===== src/rtl/collatz_pkg.sv =====
// Shared types and default sizing for the Collatz stopping-time search.
package collatz_pkg;

  localparam int N_BITS_DEF = 4;
  localparam int VAL_W_DEF  = 12;
  localparam int STEP_W_DEF = 5;

  typedef enum logic [1:0] {
    IDLE = 2'd0,
    RUN  = 2'd1,
    DONE = 2'd2
  } state_t;

endpackage


===== src/rtl/collatz_step.sv =====
// One Collatz step: even -> val/2, odd -> 3*val+1.
// ovf flags an odd step whose result does not fit in VAL_W bits.
module collatz_step #(
  parameter int VAL_W = 12
) (
  input  logic [VAL_W-1:0] val,
  output logic [VAL_W-1:0] next_val,
  output logic             ovf
);

  // 3*val+1 computed two bits wider so the overflow is visible
  logic [VAL_W+1:0] triple;
  assign triple = {1'b0, val, 1'b0} + {2'b00, val} + {{(VAL_W+1){1'b0}}, 1'b1};

  // Pick the branch by parity
  always_comb begin
    next_val = {1'b0, val[VAL_W-1:1]};
    ovf      = 1'b0;
    if (val[0]) begin
      next_val = triple[VAL_W-1:0];
      ovf      = |triple[VAL_W+1:VAL_W];
    end
  end

endmodule


===== src/rtl/collatz_search.sv =====
// Finds the smallest n in 1..2^N_BITS-1 whose total stopping time equals
// target. One Collatz step per RUN cycle. Define COLLATZ_SEARCH_PERF_EN to
// add a saturating 16-bit cycles counter of RUN cycles.
module collatz_search
  import collatz_pkg::*;
#(
  parameter int N_BITS = N_BITS_DEF,
  parameter int VAL_W  = VAL_W_DEF,
  parameter int STEP_W = STEP_W_DEF
) (
  input  logic              clk,
  input  logic              reset,
  input  logic              start,
  input  logic              abort,
  input  logic [STEP_W-1:0] target,
  output logic              busy,
  output logic              done,
  output logic              found,
`ifdef COLLATZ_SEARCH_PERF_EN
  output logic [15:0]       cycles,
`endif
  output logic [N_BITS-1:0] n_out
);

  localparam logic [N_BITS-1:0] CAND_MAX  = {N_BITS{1'b1}};
  localparam logic [STEP_W-1:0] STEPS_MAX = {STEP_W{1'b1}};
  localparam logic [VAL_W-1:0]  VAL_ONE   = VAL_W'(1);

  state_t            state_reg, state_next;
  logic [N_BITS-1:0] cand_reg, cand_next;
  logic [VAL_W-1:0]  val_reg, val_next;
  logic [STEP_W-1:0] steps_reg, steps_next;
  logic [STEP_W-1:0] target_reg, target_next;
  logic              found_reg, found_next;
  logic [N_BITS-1:0] n_reg, n_next;
  logic              advance;
  logic [N_BITS-1:0] cand_inc;
  logic [VAL_W-1:0]  step_val;
  logic              step_ovf;
`ifdef COLLATZ_SEARCH_PERF_EN
  logic [15:0]       cycles_reg, cycles_next;
`endif

  collatz_step #(.VAL_W(VAL_W)) u_step (
    .val      (val_reg),
    .next_val (step_val),
    .ovf      (step_ovf)
  );

  assign cand_inc = cand_reg + N_BITS'(1);

  // State and datapath registers
  always_ff @(posedge clk or posedge reset) begin
    if (reset) begin
      state_reg  <= IDLE;
      cand_reg   <= '0;
      val_reg    <= '0;
      steps_reg  <= '0;
      target_reg <= '0;
      found_reg  <= 1'b0;
      n_reg      <= '0;
`ifdef COLLATZ_SEARCH_PERF_EN
      cycles_reg <= '0;
`endif
    end else begin
      state_reg  <= state_next;
      cand_reg   <= cand_next;
      val_reg    <= val_next;
      steps_reg  <= steps_next;
      target_reg <= target_next;
      found_reg  <= found_next;
      n_reg      <= n_next;
`ifdef COLLATZ_SEARCH_PERF_EN
      cycles_reg <= cycles_next;
`endif
    end
  end

  // Next-state and datapath decisions; abort outranks a match in RUN
  always_comb begin
    state_next  = state_reg;
    cand_next   = cand_reg;
    val_next    = val_reg;
    steps_next  = steps_reg;
    target_next = target_reg;
    found_next  = found_reg;
    n_next      = n_reg;
    advance     = 1'b0;
`ifdef COLLATZ_SEARCH_PERF_EN
    cycles_next = cycles_reg;
`endif
    case (state_reg)
      IDLE: begin
        if (start) begin
          target_next = target;
          cand_next   = N_BITS'(1);
          val_next    = VAL_ONE;
          steps_next  = '0;
          found_next  = 1'b0;
          n_next      = '0;
          state_next  = RUN;
`ifdef COLLATZ_SEARCH_PERF_EN
          cycles_next = '0;
`endif
        end
      end
      RUN: begin
`ifdef COLLATZ_SEARCH_PERF_EN
        if (cycles_reg != 16'hFFFF) cycles_next = cycles_reg + 16'd1;
`endif
        if (abort) begin
          state_next = IDLE;
          found_next = 1'b0;
          n_next     = '0;
        end else if (val_reg == VAL_ONE) begin
          if (steps_reg == target_reg) begin
            found_next = 1'b1;
            n_next     = cand_reg;
            state_next = DONE;
          end else begin
            advance = 1'b1;
          end
        end else if (step_ovf || steps_reg == STEPS_MAX) begin
          // Trajectory left the representable range: give up on this n
          advance = 1'b1;
        end else begin
          val_next   = step_val;
          steps_next = steps_reg + STEP_W'(1);
        end
        if (advance) begin
          if (cand_reg != CAND_MAX) begin
            cand_next  = cand_inc;
            val_next   = VAL_W'(cand_inc);
            steps_next = '0;
          end else begin
            found_next = 1'b0;
            n_next     = '0;
            state_next = DONE;
          end
        end
      end
      DONE: state_next = IDLE;
      default: state_next = IDLE;
    endcase
  end

  assign busy  = (state_reg == RUN);
  assign done  = (state_reg == DONE);
  assign found = found_reg;
  assign n_out = n_reg;
`ifdef COLLATZ_SEARCH_PERF_EN
  assign cycles = cycles_reg;
`endif

endmodule


===== config.mk =====
export PLATFORM = sky130hd
export DESIGN_NAME = collatz_search
export DESIGN_NICKNAME = d
export VERILOG_FILES = /design/src/rtl/collatz_pkg.sv /design/src/rtl/collatz_step.sv /design/src/rtl/collatz_search.sv
export SDC_FILE = /design/constraint.sdc
export NUM_CORES = 1
export LEC_CHECK = 0
export ABC_AREA = 0
export CORE_AREA = 2 2 88 90
export DETAILED_ROUTE_END_ITERATION = 8
export DIE_AREA = 0 0 90 92
export HOLD_SLACK_MARGIN = 0.08
export PLACE_DENSITY_LB_ADDON = 0.12
export SLEW_MARGIN = 10
export SYNTH_ARGS = -nofsm -noshare
export SYNTH_HDL_FRONTEND = slang
export SYNTH_SLANG_ARGS = --single-unit

===== constraint.sdc =====
create_clock -name clk -period 6.5 [get_ports clk]
set_clock_uncertainty 0.15 [all_clocks]
set_input_delay 1.3 -clock clk [delete_from_list [all_inputs] [get_ports clk]]
set_output_delay 1.3 -clock clk [all_outputs]
set_load 0.05 [all_outputs]

==> out/metrics.cfg <==
[pwr]
internal_power_mw = 0.6823
vdd_drop_max_v = 0.0001118
comb_power_share_pct = 57.1
power-per-cell-area_nw_per_um2 = 440.8
seq_power_share_pct = 27.1
clkPwrFrac_pct = 15.8
net_load_switching_power_mw = 0.5824
power_leakage_nw = 1.277
p_sw_share_pct = 46.05

[cts]
post_cts_hold_buffer_count = 0
cts.sinks = 33
cts_tree = built
cts_max_path_buffers = 2
post_cts_buffers = 0
cts_h_tree_depth = 2
worst_skew_pair.late_latency_ps = 280
clockRootBuffer = clkbuf_8
clk_pin_slew_worst_paths_ps = 70
post_cts_resize_count = 0
cts_buffers = 5

[route]
drtAntennaViolNets = 0
routed-via-count = 2002
post_drt_wl_per_cell_um = 14.96
routed_wl_um = 5851
route.detailed.vias_per_inst = 5.120
detailedRoute.firstPassIterationCount = 4
initialDrtViolationCount = 97
drcViolationCount = 0

[sta]
clock.fmax_ghz = 0.2665
setup_total_negative_slack_ps = 0
final_period_minus_worst_setup_slack_ps = 3753
worst_pin_slew_ps = 1047
maxSlewViolCount = 0
timing.final.setup_violations = 0
unrepaired_setup_endpoints_after_global_routing = false
max-slew-margin-rel_pct = 29.89
timing.final.crit_share_pct = 57.73
finalHoldViolations = 0

[die]
rows = 32
die_x_um = 90
die_area_um2 = 8280
core_area_um2 = 7447
boundaryPins = 16
floorplan.die.height_um = 92
effective_utilization_at_floorplan_pct = 33.42

[logic_synthesis]
yosys_register_bits = 33
mapped_cells = 270
synthArstFlopShare_pct = 100.0
post_synthesis_instance_area_um2 = 2489
synth-main-ff-cell = dfrtp_1
synth.net_count = 303
syn-mean-instance-area_um2 = 9.217
synth_edf_count = 0
synthDistinctLibCells = 57
synthesis.yosys.warnings = 0
synth-seq-area-share_pct = 33.18

[setup_path]
cp_cell_sequence = buf_4 -> inv_1 -> ha_1 -> nor2b_1 -> o31ai_1 -> a21oi_1 -> a21oi_2 -> a31o_1 -> a31oi_1 -> o32ai_1
timing.critical_path.required_ps = 6470
ff2ff_path_depth = 10
worst_setup_path_startpoint = val_reg[0]
critical_path.max_fanout = 21
r2r_slack_ps = 2750
cp_slowest_cell = a31oi_1
timing.critical_path.arrival_ps = 3720
worstReg2RegEnd = val_reg[11]
worstSetupPathType = reg -> reg
cp-end-kind = flip-flop
crit-reg2reg-launch = val_reg[0]
setup_crit_start_kind = flip-flop
critPathMaxStageDelay_ps = 890
dominant_delay_contributor_by_cell_family_on_the_critical_path = compound AO/OA/AOI/OAI gates
buf_inv_stages_crit_path = 2

[global_routing]
grt_use_total_pct = 15.13
grt_max_degree = 34
grt_pass1_wl_um = 10260
grt_antenna_before_repair = 0
grt.overflow.total = 0
via_count_of_the_first_global_routing_pass = 2106

[worst_hold_path]
hp-class = reg -> reg
worst_hold_startpoint = found
worstHoldEndpoint = found
hold-path-cell-count = 1

[finish]
finish.cell_count_without_fillers = 391
multi_input_area_um2 = 1548
synthToLayoutAreaGrowth_pct = 15.28
diodes = 0
fin_nets = 321
sequential_cell_area_um2 = 825.8
post_route_cells_drive_above_1_share_pct = 8.304
layout.cell_area.non_filler_um2 = 2869
fillerInstances = 808
largest_register_ffs = 12

[placement]
dp_cells = 383
port_buffers = 15
place.detailed.hpwl_um = 4434
place_area_um2 = 2753
gp_congestion = 0.7736

[flow_run]
number_of_maximum_capacitance_violations = 0

[outcome]
outcome = finished clean

## layout by cell type (no fill, tap or decap), drive strengths merged, types with 2 or more instances in the layout
master	netlist	layout
mux2i	6	6
xor2	7	7
buf	4	2
o32ai	2	2
a21o	6	6
inv	22	22
clkdlybuf4s50	0	15
ha	23	23
a311oi	2	2
xnor2	9	9
o22ai	7	7
dfrtp	33	33
mux2	6	6
or4	3	3
a211oi	2	2
and3	3	3
nor3b	5	5
or3	2	2
nand2b	4	4
nor3	7	7
clkbuf	2	7
o21ai	13	13
o31ai	3	3
a31oi	6	6
nor2	15	15
or2	2	2
a21oi	19	19
nand2	16	16
o2111ai	2	2
nor2b	3	3
a22o	5	5
o211ai	5	5
a2111oi	3	3
o21a	2	2
nand3	8	8
## how the worst max path moves through the flow
stage                     slack, ps  depth (start not counted)            to
after floorplan                3810                          5  steps_reg[2]
after global placement         2490                          6   val_reg[11]
after detailed placement       2450                          6   val_reg[11]
after CTS                      2710                         10   val_reg[11]
after global routing           2350                         10   val_reg[11]
final                          2750                         10   val_reg[11]
## worst reg2reg max path: stages, from the launching register on
cell and delay [ps]:
dfrtp_1 340, buf_4 270, inv_1 190, ha_1 330, nor2b_1 120, o31ai_1 100
a21oi_1 380, a21oi_2 210, a31o_1 400, a31oi_1 900, o32ai_1 210
## cell usage after synthesis, drive strengths merged (2+ instances only)
cell type,number,share of area [%]
o2111ai,2,0.70
o31ai,3,0.90
nor3b,5,2.0
nand2b,4,1.0
inv,22,3.3
xor2,7,2.5
a2111oi,3,1.3
o211ai,5,1.7
nor2b,3,0.75
dfrtp,33,33
a21o,6,1.8
ha,23,12
and3,3,0.75
nor3,7,1.4
nand2,16,2.4
or2,2,0.50
mux2,6,2.7
a31oi,6,2.1
a211oi,2,0.80
o22ai,7,1.8
o21a,2,0.60
o32ai,2,0.70
a21oi,19,4.0
a311oi,2,0.70
xnor2,9,3.2
buf,4,0.85
clkbuf,2,0.30
o21ai,13,2.6
nor2,15,2.3
a22o,5,1.8
or3,2,0.50
mux2i,6,2.4
or4,3,0.90
nand3,8,1.6
## kinds of logic (layout without fill, tap and decap cells)
group / after synthesis / count (layout) / synth area share, %
DFF: 33 / 33 / 33.18
muxes: 12 / 12 / 5.128
buffers and inverters: 29 / 48 / 4.625
AOI/OAI and AO/OA: 85 / 85 / 24.23
adders and majority gates: 24 / 24 / 12.37
xor gates and xnor gates: 16 / 16 / 5.631
and+or+nand+nor: 71 / 71 / 14.83
## power groups by stage
stage	clock, mW	sequential, mW	combinational (mW)
final	0.200	0.343	0.722
after floorplan	0	0.329	0.570
after global placement	0	0.346	0.732
after global routing	0.214	0.356	0.822
after detailed placement	0	0.349	0.728
after CTS	0.206	0.344	0.732
## layer usage
| metal | track usage [%] | up-vias | share of wire [%] |
|---|---|---|---|
| met5 | 0 | - | 0 |
| met4 | 2.308 | 0 | 0.50 |
| met3 | 2.465 | 2 | 1.4 |
| met2 | 25.75 | 13 | 48 |
| met1 | 20.70 | 962 | 50 |
| li1 | - | 1025 | - |
## metrics by stage
stage / worst slack [ps] / power, mW / util [%] / hold WS, ps
detailed placement: 2451 / 1.076 / 36.96 / 320.5
global placement: 2490 / 1.079 / 36.96 / 313.2
floorplan: 3806 / 0.8988 / - / 351.1
global route: 2346 / 1.392 / 38.52 / 365.2
CTS: 2713 / 1.282 / 38.52 / 335.9
finish: 2747 / 1.265 / 38.52 / 336.0
## final cells by class
| class | count | share of cell area [%] |
|---|---|---|
| Clock buffer | 7 | 3.009 |
| Timing Repair Buffer | 17 | 5.757 |
| Sequential cell | 33 | 28.78 |
| Multi-Input combinational cell | 208 | 53.95 |
| Tap cell | 102 | 4.448 |
| Clock inverter | 1 | 1.047 |
| Inverter | 23 | 3.009 |
Power figures use the tool's default switching activity.
